$ cat src/rtl/acl_tilt_filter.sv
// Tilt detector for the accelerometer word: synchronizes and debounces acl_data,
// block-averages the Y axis and drives hysteresis-filtered left/right tilt levels.
module acl_tilt_filter #(
  parameter int SAMPLE_DIV    = 100000,
  parameter int AVG_LOG2      = 3,
  parameter int ENTER_TH      = 4,
  parameter int EXIT_TH       = 2,
  parameter int STABLE_CYCLES = 4
) (
  input  logic        clk,
  input  logic        rst_n,
  input  logic [14:0] acl_data,
  output logic        tilt_left,
  output logic        tilt_right,
  output logic [4:0]  avg_y,
  output logic        avg_valid,
  output logic [14:0] acl_stable
);

  localparam int DW    = (SAMPLE_DIV > 2) ? $clog2(SAMPLE_DIV) : 1;
  localparam int CW    = $clog2(STABLE_CYCLES + 1);
  localparam int ACC_W = 5 + AVG_LOG2;

  localparam logic [DW-1:0]      DIV_LAST = DW'(SAMPLE_DIV - 1);
  localparam logic [CW-1:0]      STAB_MAX = CW'(STABLE_CYCLES);
  localparam logic signed [5:0]  ENTER_P  = 6'(ENTER_TH);
  localparam logic signed [5:0]  ENTER_N  = -6'(ENTER_TH);
  localparam logic signed [5:0]  EXIT_P   = 6'(EXIT_TH);
  localparam logic signed [5:0]  EXIT_N   = -6'(EXIT_TH);

  typedef enum logic [1:0] {ST_CENTER, ST_LEFT, ST_RIGHT} state_t;

  logic [14:0]             sync1_q, sync2_q, prev_q;
  logic [CW-1:0]           stab_cnt_q, stab_cnt_d;
  logic [14:0]             stable_q, stable_d;
  logic [DW-1:0]           div_q, div_d;
  logic [AVG_LOG2-1:0]     samp_q, samp_d;
  logic signed [ACC_W-1:0] acc_q, acc_d;
  logic [4:0]              avg_y_q, avg_y_d;
  logic                    avg_valid_q, avg_valid_d;
  state_t                  state_q, state_d;

  logic                    tick, block_done;
  logic signed [ACC_W-1:0] sample, sum;
  logic signed [4:0]       avg;
  logic signed [5:0]       avg_ext;
  logic                    unused_sum_low;

  assign tick       = (div_q == DIV_LAST);
  assign block_done = tick && (samp_q == '1);
  assign sample     = ACC_W'($signed(stable_q[9:5]));
  assign sum        = acc_q + sample;
  // Taking bits above the shift is an arithmetic shift right, i.e. floor toward -inf.
  assign avg        = sum[AVG_LOG2 +: 5];
  assign avg_ext    = {avg[4], avg};
  assign unused_sum_low = ^sum[AVG_LOG2-1:0];

  always_comb begin
    stab_cnt_d = stab_cnt_q;
    stable_d   = stable_q;
    if (sync2_q != prev_q) begin
      stab_cnt_d = '0;
    end else if (stab_cnt_q < STAB_MAX) begin
      stab_cnt_d = stab_cnt_q + 1'b1;
    end
    // Only a word that has matched itself long enough may be accepted.
    if ((sync2_q == prev_q) && (stab_cnt_d == STAB_MAX)) begin
      stable_d = prev_q;
    end
  end

  always_comb begin
    div_d       = tick ? '0 : div_q + 1'b1;
    samp_d      = samp_q;
    acc_d       = acc_q;
    avg_y_d     = avg_y_q;
    avg_valid_d = 1'b0;
    state_d     = state_q;
    if (tick) begin
      samp_d = samp_q + 1'b1;
      acc_d  = sum;
    end
    if (block_done) begin
      acc_d       = '0;
      avg_y_d     = avg;
      avg_valid_d = 1'b1;
      unique case (state_q)
        ST_CENTER: begin
          if (avg_ext >= ENTER_P)      state_d = ST_LEFT;
          else if (avg_ext <= ENTER_N) state_d = ST_RIGHT;
        end
        ST_LEFT: begin
          if (avg_ext <= ENTER_N)      state_d = ST_RIGHT;
          else if (avg_ext < EXIT_P)   state_d = ST_CENTER;
        end
        ST_RIGHT: begin
          if (avg_ext >= ENTER_P)      state_d = ST_LEFT;
          else if (avg_ext > EXIT_N)   state_d = ST_CENTER;
        end
        default: state_d = ST_CENTER;
      endcase
    end
  end

  always_ff @(posedge clk or negedge rst_n) begin
    if (!rst_n) begin
      sync1_q     <= '0;
      sync2_q     <= '0;
      prev_q      <= '0;
      stab_cnt_q  <= '0;
      stable_q    <= '0;
      div_q       <= '0;
      samp_q      <= '0;
      acc_q       <= '0;
      avg_y_q     <= '0;
      avg_valid_q <= 1'b0;
      state_q     <= ST_CENTER;
    end else begin
      sync1_q     <= acl_data;
      sync2_q     <= sync1_q;
      prev_q      <= sync2_q;
      stab_cnt_q  <= stab_cnt_d;
      stable_q    <= stable_d;
      div_q       <= div_d;
      samp_q      <= samp_d;
      acc_q       <= acc_d;
      avg_y_q     <= avg_y_d;
      avg_valid_q <= avg_valid_d;
      state_q     <= state_d;
    end
  end

  assign tilt_left  = (state_q == ST_LEFT);
  assign tilt_right = (state_q == ST_RIGHT);
  assign avg_y      = avg_y_q;
  assign avg_valid  = avg_valid_q;
  assign acl_stable = stable_q;

endmodule

$ cat config.mk
export PLATFORM = sky130hd
export DESIGN_NAME = acl_tilt_filter
export DESIGN_NICKNAME = d
export VERILOG_FILES = /design/src/rtl/acl_tilt_filter.sv
export SDC_FILE = /design/constraint.sdc
export NUM_CORES = 1
export LEC_CHECK = 0
export ABC_CLOCK_PERIOD_IN_PS = 3800
export BUFFER_PORTS_ARGS = -buffer_cell sky130_fd_sc_hd__buf_2
export CAP_MARGIN = 20
export CORE_MARGIN = 10
export CORE_UTILIZATION = 58
export CTS_BUF_LIST = sky130_fd_sc_hd__clkbuf_4
export CTS_CLUSTER_DIAMETER = 50
export DETAILED_ROUTE_END_ITERATION = 8
export PLACE_DENSITY = 0.81
export SLEW_MARGIN = 20
export SYNTH_ARGS = -nofsm -noshare
export SYNTH_HDL_FRONTEND = slang
export SYNTH_SLANG_ARGS = --single-unit
export TNS_END_PERCENT = 30
$ cat constraint.sdc
create_clock -name clk -period 3.8 [get_ports clk]
set_input_delay 0.76 -clock clk [delete_from_list [all_inputs] [get_ports clk]]
set_output_delay 0.76 -clock clk [all_outputs]
set_load 0.005 [all_outputs]
# ---- Word-level counts from Yosys, hierarchy flattened
# Cells that the tools add are included.
dict set report word_totals {
  ff_bits 99
  latchBits 0
  ram_bits 0
  mem_bits_ro 0
  output_inout_bits 23
  wordCells 48
  mem_count 0
}
dict set report op_classes {
  add_sub_neg 4
  multipliers 0
  div 0
  order_cmp 5
  eq_ne 10
  shift 0
  mux 13
  bitwise 0
  n_reduce_logical 5
}
# cell count
set ops {}
lappend ops {{17-bit by 1-bit adder with 17-bit output (second input constant)} 1}
lappend ops {{17-bit equality test (second input constant)} 1}
lappend ops {{17-bit two-way mux} 1}
lappend ops {{8-bit two-way mux} 2}
lappend ops {{15-bit equality test} 1}
lappend ops {{15-bit != test} 1}
lappend ops {{2-bit two-way mux} 6}
lappend ops {{8-bit by 5-bit adder with 8-bit output} 1}
lappend ops {{3-bit by 1-bit adder with 3-bit output (second input constant)} 2}
lappend ops {{3-bit equality test (second input constant)} 2}
lappend ops {{3-bit two-way mux} 2}
lappend ops {{3-bit by 1-bit != test with 1-bit output (second input constant)} 2}
lappend ops {{2-bit case mux with 3 select lines} 1}
lappend ops {{5-bit by 4-bit >= comparator with 1-bit output (second input constant)} 1}
lappend ops {{5-bit by 2-bit greater-than comparator with 1-bit output (second input constant)} 1}
lappend ops {{5-bit by 3-bit less-or-equal comparator with 1-bit output (second input constant)} 1}
lappend ops {{5-bit by 3-bit < comparator with 1-bit output (second input constant)} 1}
lappend ops {{4-bit AND reduction} 1}
lappend ops {{3-bit < comparator (second input constant)} 1}
lappend ops {{3-bit != test (second input constant)} 1}
lappend ops {{2-bit by 1-bit equality test with 1-bit output (second input constant)} 1}
lappend ops {{2-bit equality test (second input constant)} 1}
lappend ops {{1-bit logical AND} 2}
lappend ops {{2-bit zero test} 1}
lappend ops {{2 further kinds} 2}

# ---- Depth between registers and ports, before layout
# Gate-level depths: netlist of run 1.
dict set report logic_depth {
  depth_word 5
  mapped_depth 8
  ltp_nobuf 8
}

# ---- Worst setup path after synthesis of run 1
# OpenSTA, ideal clock, no wires.
dict set report synth_timing {
  kind {register -> register}
  from {register stable_q[5], in the netlist acl_stable[5]}
  to {register state_q[0]}
  setup_time_ns 0.128
  arrival_time_ns 2.712
  t_required_ns 3.672
  path_slack_ns 0.960
  stages_incl_launch_ff 9
  synth_period_minus_slack_ns 2.840
  cell_sequence {dfrtp_1 ha_1 fa_1 a211oi_1 o21a_1 a211oi_1 or4_1 a32oi_2 mux2_1}
}
dict set report synth_between {
  elab_chain_cells 4
  word_cells_on_any_way 13
}
# item line_no
set synth_rtl {}
lappend synth_rtl {{start, declared} 35} ;# logic [14:0] stable_q, stable_d;
lappend synth_rtl {{start signal, assigned} 123} ;# stable_q <= stable_d;
lappend synth_rtl {{8-bit by 5-bit adder with 8-bit output (*)} 52} ;# assign sum = acc_q + sample;
lappend synth_rtl {{5-bit by 4-bit >= comparator with 1-bit output (tied with other cells)} {89, 97}}
lappend synth_rtl {{3-bit != test (no line) (tied with other cells)} -}
lappend synth_rtl {{4-bit AND reduction (no line) or 2-bit case mux with 3 select lines (tied branches)} -}
lappend synth_rtl {{end signal, assigned} 129} ;# state_q <= state_d;
lappend synth_rtl {{end, declared} 41} ;# state_t state_q, state_d;
# Every way passes the cells marked *; elsewhere a longest branch is shown, timed or not.
# A chain may end at the register's enable or synchronous reset.

# ---- Worst setup path in the final report of run 1
# Ends and elaborated chain as after synthesis.

==> results of run 1 <==
layout make-up:
class                           count  area (um^2)
Multi-Input combinational cell    192         1370
Tap cell                           77         96.3
Sequential cell                    99         2480
Fill cell                         462         2100
Clock inverter                      7         67.6
Clock buffer                        9         67.6
Inverter                            3         11.3
Timing Repair Buffer               44          235
through the flow:
step           instance area (um^2)  util [%]  hold WS [ps]  worst slack [ps]  total power, mW
5_1_grt                        4320      67.3           359               455             1.73
4_1_cts                        4320      67.3           356               735             1.68
6_report                       4320      67.3           353               749             1.65
2_1_floorplan                  3860         -           331               960             1.12
3_5_place_dp                   4190      65.2           336               818             1.16
3_3_place_gp                   4190      65.2           332               852             1.15
worst max-delay path, cell delays in order, from the launching register on:
cell and delay (ps):
dfrtp_1 420, ha_1 250, fa_1 420, a211oi_1 440
o21a_1 210, a211oi_1 90, or4_1 570, a32oi_2 230
mux2_1 340
metal layers:
| metal | global-route usage, % | part of all wire [%] |
|---|---|---|
| met1 | 17.7 | 45 |
| met2 | 24.0 | 50 |
| met3 | 4.90 | 4.5 |
| met4 | 4.51 | 0.92 |
| met5 | 0 | 0 |
worst paths after layout:
| path | startpoint | endpoint | slack (ps) | cells after the start |
|---|---|---|---|---|
| setup / recovery | acl_stable[5] | state_q[0] | 750 | 8 |
| hold / removal | sync1_q[7] | sync2_q[7] | 350 | 0 |
| setup reg to reg | acl_stable[5] | state_q[0] | 750 | 8 |
| hold reg to reg | sync1_q[7] | sync2_q[7] | 350 | 0 |
| max in group asynchronous | rst_n | acl_stable[6] | 2610 | 2 |
| min in group asynchronous | rst_n | sync2_q[14] | 390 | 1 |
cell families after synthesis:
group | after synthesis | synth area share [%]
AOI/OAI and AO/OA | 36 | 5.99
xor gates and xnor gates | 34 | 7.70
adders and majority gates | 12 | 4.08
buffers and inverters | 5 | 0.486
DFF | 99 | 64.1
muxes | 18 | 5.21
and+or+nand+nor | 92 | 12.4
cell usage after synthesis, types with 2 or more instances:
master / count
a211oi_1: 4
a21o_1: 2
a21oi_1: 6
and3_1: 3
clkbuf_1: 2
dfrtp_1: 99
ha_1: 11
inv_1: 3
mux2_1: 2
mux2_2: 15
nand2_1: 29
nand3_1: 11
nand4_1: 3
nand4b_1: 2
nor2_1: 18
nor2b_1: 2
nor3_1: 6
nor3b_1: 3
nor4_1: 4
o211ai_1: 3
o21ai_0: 15
or3_1: 2
xnor2_1: 10
xor2_1: 24
flip-flops by register name, summed over array words and instances, names as in the netlist:
| register | count |
|---|---|
| div_q | 17 |
| acl_stable | 15 |
| prev_q | 15 |
| sync1_q | 15 |
| sync2_q | 15 |
| acc_q | 8 |
| avg_y | 5 |
| samp_q | 3 |
| stab_cnt_q | 3 |
| state_q | 2 |
| avg_valid | 1 |
power by group:
part,internal [mW],total (mW),leakage (nW),switching (mW)
sequential,1.08,1.09,1.26,0.0135
combinational,0.0154,0.0428,0.833,0.0274
clock,0.152,0.518,0.0760,0.365
==> impl_metrics.ini, run 1 <==
[sta]
finalMaxSlewViolations = 0
rsz0062_at_grt = no
final_hold_viol_count = 0
worst_pin_slew_ps = 1030
slew_headroom_pct = 30.8
skew_ps = 21.8
period_needed_ps = 3050
fin_tns_setup_ps = 0
setup_violations = 0
max_freq_mhz = 328
min_period_over_period_pct = 80.3

[setup_path]
crit_path_end_kind = register
path_class = reg2reg
cp_max_fo = 6
cp-start-kind = register
worstPathRequired_ps = 4140
arrival_ps = 3390

[clock_tree]
htreeDepth = 3
post_cts_resized = 0
cts_tree = done
cts.sinks = 99
cts_max_path_buffers = 2
cts_buffers = 9
cts-hold-fix-buffers = 0
clk_latency_ps = 440
post_cts_buffers = 0
cts_root_buf = clkbuf_4
cts.clk_slew.worst_paths_ps = 160

[logic_synthesis]
synth_top_area_cell = dfrtp_1
synthesis.area_um2 = 3860
mappedNetlistNets = 325
postSynth.topFlopCell = dfrtp_1
ys_warn_count = 0
synth_edf_count = 0
synthArstFlopShare_pct = 100
synth-seq-area-share_pct = 64.1
syn_area_per_cell_um2 = 13.1
ys_types = 41
yosysTopAreaCellShare_pct = 64.1
synth_seq_cells = 99
netlist_instances = 296
yosys-top-cells-area = dfrtp_1 64%, xor2_1 5.4%, mux2_2 4.4%

[die]
rows = 29
core_um2 = 6420
die_y_um = 102
initial_core_util_pct = 60.2
die_area_um2 = 10300
chipWidth_um = 102
io_pins = 40

[cells_and_area]
nets = 378
area.growth.synth_to_final_pct = 11.9
drive_gt1_share_pct = 22.9
layout_common_cells = 99 x dfrtp_1, 38 x buf_2, 29 x nand2_1, 24 x xor2_1, 18 x nor2_1
final_cells = 431
final_common_cell = dfrtp_1
diodes = 0

[outcome]
status = finished clean

[drt]
drc = 0
drt_iter0_drc = 81
postRouteAntennaNets = 0
drtPass1Iterations = 4
vias = 2377
wire_per_inst_um = 15.6
wl_um = 6720
vias_per_cell = 5.52

[placement]
gp_congestion = 0.811
portBuffers = 39
dpl.cell_count = 415
dp.final_hpwl_um = 4980

[power_and_ir_drop]
power_density_nw_per_um2 = 382
ir_worst_vdd_v = 0.000258
leakage_nw = 2.17

[grt]
grt_overflow = 0
grt_pass1_wl_um = 11900
grtUsageTotal_pct = 14.5
antenna_found_initial = 0
first_global_vias = 2521
grt_max_degree = 69

[job]
drv_cap = 0

[min_path]
hp-class = reg2reg
(Power assumes the default switching activity.)
==> run 2: changes to the inputs <==
ABC_CLOCK_PERIOD_IN_PS = 3200   (was 3800)
clock period = 3.2 ns   (was 3.8 ns; I/O delays follow)
==> run 2 against run 1 <==
  * Combinational power rose by 22%
  * Via count rose by 0.38%
  * Cell area rose by 0.87%
  * Sequential share of layout area fell by 0.49 points
  * Sequential power rose by 19%
  * Wire length rose by 1.7%
  * First-iteration DRC count rose by 25%
  * Critical path type unchanged
==> impl_metrics.ini, run 2 (same netlist as run 1, synthesis figures left out) <==
[outcome]
status = finished clean

[grt]
antenna_found_initial = 0
grt_busiest_layer = met2
grtUsageTotal_pct = 14.5
grt_use_met2_pct = 24.4
grt_overflow = 0
met3_usage_pct = 5.31
first_global_vias = 2561
grt_max_degree = 58
met1_usage_pct = 17.2
grt_pass1_wl_um = 11800

[setup_path]
reg2reg_to = state_q[0]
worstPathRequired_ps = 3530
crit_path_end_kind = register
crit_top_cell = a211oi_2
cp_cell_sequence = ha_1 -> fa_1 -> a211oi_2 -> o21a_1 -> a211oi_2 -> or4_1 -> a32oi_2 -> mux2_1
cpMaxStageDelayCell = or4_1
cpPeakStageDelay_ps = 560
r2r_slack_ps = 270
cp-start-kind = register
r2r_start = acl_stable[5]
path_class = reg2reg
crit_buf_inv = 0
ff2ff_path_depth = 8
cp_max_fo = 6
path_delay_family = compound AO/OA/AOI/OAI gates
arrival_ps = 3270

[sta]
fin_tns_setup_ps = 0
final_hold_viol_count = 0
period_needed_ps = 2930
rsz0062_at_grt = no
worst_pin_slew_ps = 540
finalMaxSlewViolations = 0
max_freq_mhz = 341
setup_violations = 0
min_period_over_period_pct = 91.6
slew_headroom_pct = 64.0
skew_ps = 12.9

[power_and_ir_drop]
power_density_nw_per_um2 = 456
ir_worst_vdd_v = 0.000379
pwr-share-seq_pct = 65.2
swShare_pct = 25.2
pwr-share-clk_pct = 32.2
comb_power_share_pct = 2.6
p_sw_mw = 0.501
internal-power_mw = 1.49
total_power_mw = 1.99
leakage_nw = 2.19

[drt]
wire_per_inst_um = 15.8
wl_um = 6830
drt_iter0_drc = 101
drc = 0
vias_per_cell = 5.52
drtPass1Iterations = 4
postRouteAntennaNets = 0
vias = 2386

[clock_tree]
cts_root_buf = clkbuf_4
cts_tree = done
cts_max_path_buffers = 2
cts_buffers = 9
htreeDepth = 3
cts-hold-fix-buffers = 0
cts.clk_slew.worst_paths_ps = 170
clk_latency_ps = 440
cts.sinks = 99
post_cts_buffers = 0

[cells_and_area]
final_common_cell = dfrtp_1
drive_gt1_share_pct = 23.7
fin_util_pct = 67.9
diodes = 0
nets = 379
regMostFlops = div_q
layout_common_cells = 99 x dfrtp_1, 38 x buf_2, 29 x nand2_1, 24 x xor2_1, 18 x nor2_1
largest_reg_flops = 17
area.growth.synth_to_final_pct = 12.9
fillerInstances = 483

[placement]
portBuffers = 39
dp.final_hpwl_um = 5100
gp_congestion = 0.879

[min_path]
hp-class = in2async

[die]
die_y_um = 102
core_um2 = 6420
die_area_um2 = 10300
io_pins = 40
initial_core_util_pct = 60.2
chipWidth_um = 102
rows = 29

[job]
drv_cap = 0
==> run 2: cell count changes in the layout (fill, tap and decap cells not counted) <==
cell        before  now
inv_6            3    2
a211oi_1         4    2
a211oi_2         0    2
clkinv_4         1    0
clkinvlp_4       0    1
clkinv_2         1    0
buf_12           0    1
inv_8            1    3
==> run 2: worst max path at each step <==
| stage | start | slack (ps) | to | cells after the start |
|---|---|---|---|---|
| floorplan | acl_stable[5] | 360 | state_q[0] | 8 |
| global placement | acl_stable[5] | 270 | state_q[0] | 8 |
| detailed placement | acl_stable[5] | 200 | state_q[0] | 8 |
| CTS | acl_stable[5] | 150 | state_q[0] | 8 |
| global route | acl_stable[5] | 110 | state_q[0] | 8 |
| finish | acl_stable[5] | 270 | state_q[0] | 8 |
==> run 2: stage by stage <==
stage                     area (um^2)  setup WS [ps]  hold slack (ps)  instances
after floorplan                  3860            360              331        296
after global placement           4210            268              333        416
after detailed placement         4210            201              336        416
after CTS                        4350            153              146        432
after global routing             4360            115              137        432
final                            4360            270              149        432
==> run 2: final cells by class <==
class	count	area [um^2]	area share, %
Clock buffer	9	67.6	1.55
Clock inverter	7	75.1	1.72
Inverter	3	11.3	0.258
Multi-Input combinational cell	192	1380	31.6
Sequential cell	99	2480	56.8
Tap cell	77	96.3	2.21
Timing Repair Buffer	45	255	5.85
==> run 2: metal layers <==
metal | vias up | share of wire, %
met2 | 30 | 52
li1 | 1143 | -
met4 | 0 | 0.95
met1 | 1207 | 44
met3 | 6 | 3.6
met5 | - | 0
==> run 2: power groups by stage <==
stage          sequential [mW]  clock, mW  combinational, mW
3_3_place_gp              1.32          0             0.0524
4_1_cts                   1.30      0.667             0.0546
5_1_grt                   1.30      0.712             0.0608
2_1_floorplan             1.32          0             0.0139
3_5_place_dp              1.32          0             0.0544
6_report                  1.30      0.641             0.0521
==> run 2: timing repair <==
item	CTS	global route
resized for setup	0	2
endpoints found under the setup margin	0	2
endpoints found under the hold margin	0	0
==> run 3: changes to the inputs <==
CORE_UTILIZATION = 50   (was 58)
PLACE_DENSITY = 0.71   (was 0.81)
==> run 3 against run 2 <==
  * Cell area up 0.49%
  * Sequential share of layout area down 0.28 points
  * Via count is 2.0% lower
  * Global-route usage is 2.6 points lower
  * Largest cell class unchanged
  * Highest routed layer unchanged
==> impl_metrics.ini, run 3 (same netlist as run 1, synthesis figures left out) <==
[clock_tree]
cts.sinks = 99
htreeDepth = 3
cts.clk_slew.worst_paths_ps = 150
cts_max_path_buffers = 2
cts-hold-fix-buffers = 0
cts_buffers = 9
cts_root_buf = clkbuf_4
cts_tree = done
clk_latency_ps = 440

[cells_and_area]
drive_gt1_share_pct = 22.9
largest_reg_flops = 17
diodes = 0
regMostFlops = div_q
nets = 378
final_common_cell = dfrtp_1
area.growth.synth_to_final_pct = 13.4
layout_common_cells = 99 x dfrtp_1, 38 x buf_2, 29 x nand2_1, 24 x xor2_1, 18 x nor2_1
final_cells = 456

[placement]
gp_congestion = 0.798
dp.final_hpwl_um = 4720
portBuffers = 39
dpl.cell_count = 440

[die]
initial_core_util_pct = 50.8
chipWidth_um = 108
io_pins = 40
die_area_um2 = 11600
core_um2 = 7610
die_y_um = 108
rows = 32

[power_and_ir_drop]
power_density_nw_per_um2 = 458
ir_worst_vdd_v = 0.000253
leakage_nw = 2.18

[setup_path]
cp_cell_sequence = ha_1 -> fa_1 -> a211oi_1 -> o21a_1 -> a211oi_2 -> or4_1 -> a32oi_2 -> mux2_1
path_class = reg2reg
crit_path_end_kind = register
cpPeakStageDelay_ps = 560
cpMaxStageDelayCell = or4_1
cp_max_fo = 6
cp-start-kind = register
arrival_ps = 3370
worstPathRequired_ps = 3540

[job]
drv_cap = 0

[sta]
skew_ps = 15.9
period_needed_ps = 3030
finalMaxSlewViolations = 0
setup_violations = 0
max_freq_mhz = 330
rsz0062_at_grt = no
worst_pin_slew_ps = 751
final_hold_viol_count = 0
fin_tns_setup_ps = 0
min_period_over_period_pct = 94.7
slew_headroom_pct = 50.0

[min_path]
hp-class = in2async

[grt]
first_global_vias = 2324
grtUsageTotal_pct = 11.8
grt_pass1_wl_um = 11100
grt_overflow = 0
antenna_found_initial = 0
grt_max_degree = 60

[drt]
drc = 0
postRouteAntennaNets = 0
vias_per_cell = 5.13
wl_um = 6520
drtPass1Iterations = 4
wire_per_inst_um = 14.3
drt_iter0_drc = 63
vias = 2339

[outcome]
status = finished clean
==> run 3: cell type report <==
cell class                      instances  area [um^2]
Sequential cell                        99         2480
Inverter                                3         11.3
Clock inverter                          6         70.1
Tap cell                              102          128
Timing Repair Buffer                   44          248
Clock buffer                           10         75.1
Fill cell                             647         3220
Multi-Input combinational cell        192         1370
==> run 3: metal layers <==
metal	vias to the layer above	global-route usage, %	routed length [um]
li1	1144	-	-
met1	1147	16.0	3120
met2	36	17.6	3060
met3	12	2.69	234
met4	0	5.82	110
met5	-	0	0
==> run 3: repair_timing <==
item	4_1_cts	5_1_grt
setup buffers	0	0
setup endpoints to repair	0	2
gates resized for setup	0	1
==> run 3: critical path: cells and delay by family (launching register included) <==
kind                       cells  cell delay, ps
DFF                            1             430
and+or+nand+nor                1             560
muxes                          1             340
adders and majority gates      2             650
AOI/OAI and AO/OA              4             960
==> run 3: per-stage QoR <==
stage          power, mW  hold WS (ps)  cell area [um^2]  worst slack, ps  util [%]
4_1_cts             2.03           255              4380              129      57.5
3_5_place_dp        1.37           335              4230              177      55.6
2_1_floorplan       1.33           331              3860              360         -
5_1_grt             2.10           249              4380             11.2      57.6
3_3_place_gp        1.37           331              4230              247      55.6
6_report            2.01           236              4380              171      57.6
==> run 3: final timing paths <==
kind                               startpoint         end  slack [ps]  cells past startpoint
worst max-delay path            acl_stable[5]  state_q[1]         170                      8
worst min-delay path                    rst_n    avg_y[4]         240                      1
worst max register to register  acl_stable[5]  state_q[1]         170                      8
worst min register to register     sync1_q[4]  sync2_q[4]         370                      0
max in group asynchronous               rst_n  sync2_q[5]        2260                      2
min in group clk                  acl_data[0]  sync1_q[0]         290                      1
==> run 3: report_power, final <==
| group | total, mW | internal [mW] | switching, mW |
|---|---|---|---|
| sequential | 1.30 | 1.28 | 0.0156 |
| clock | 0.662 | 0.256 | 0.406 |
| combinational | 0.0517 | 0.0192 | 0.0325 |
| total | 2.01 | 1.56 | 0.454 |
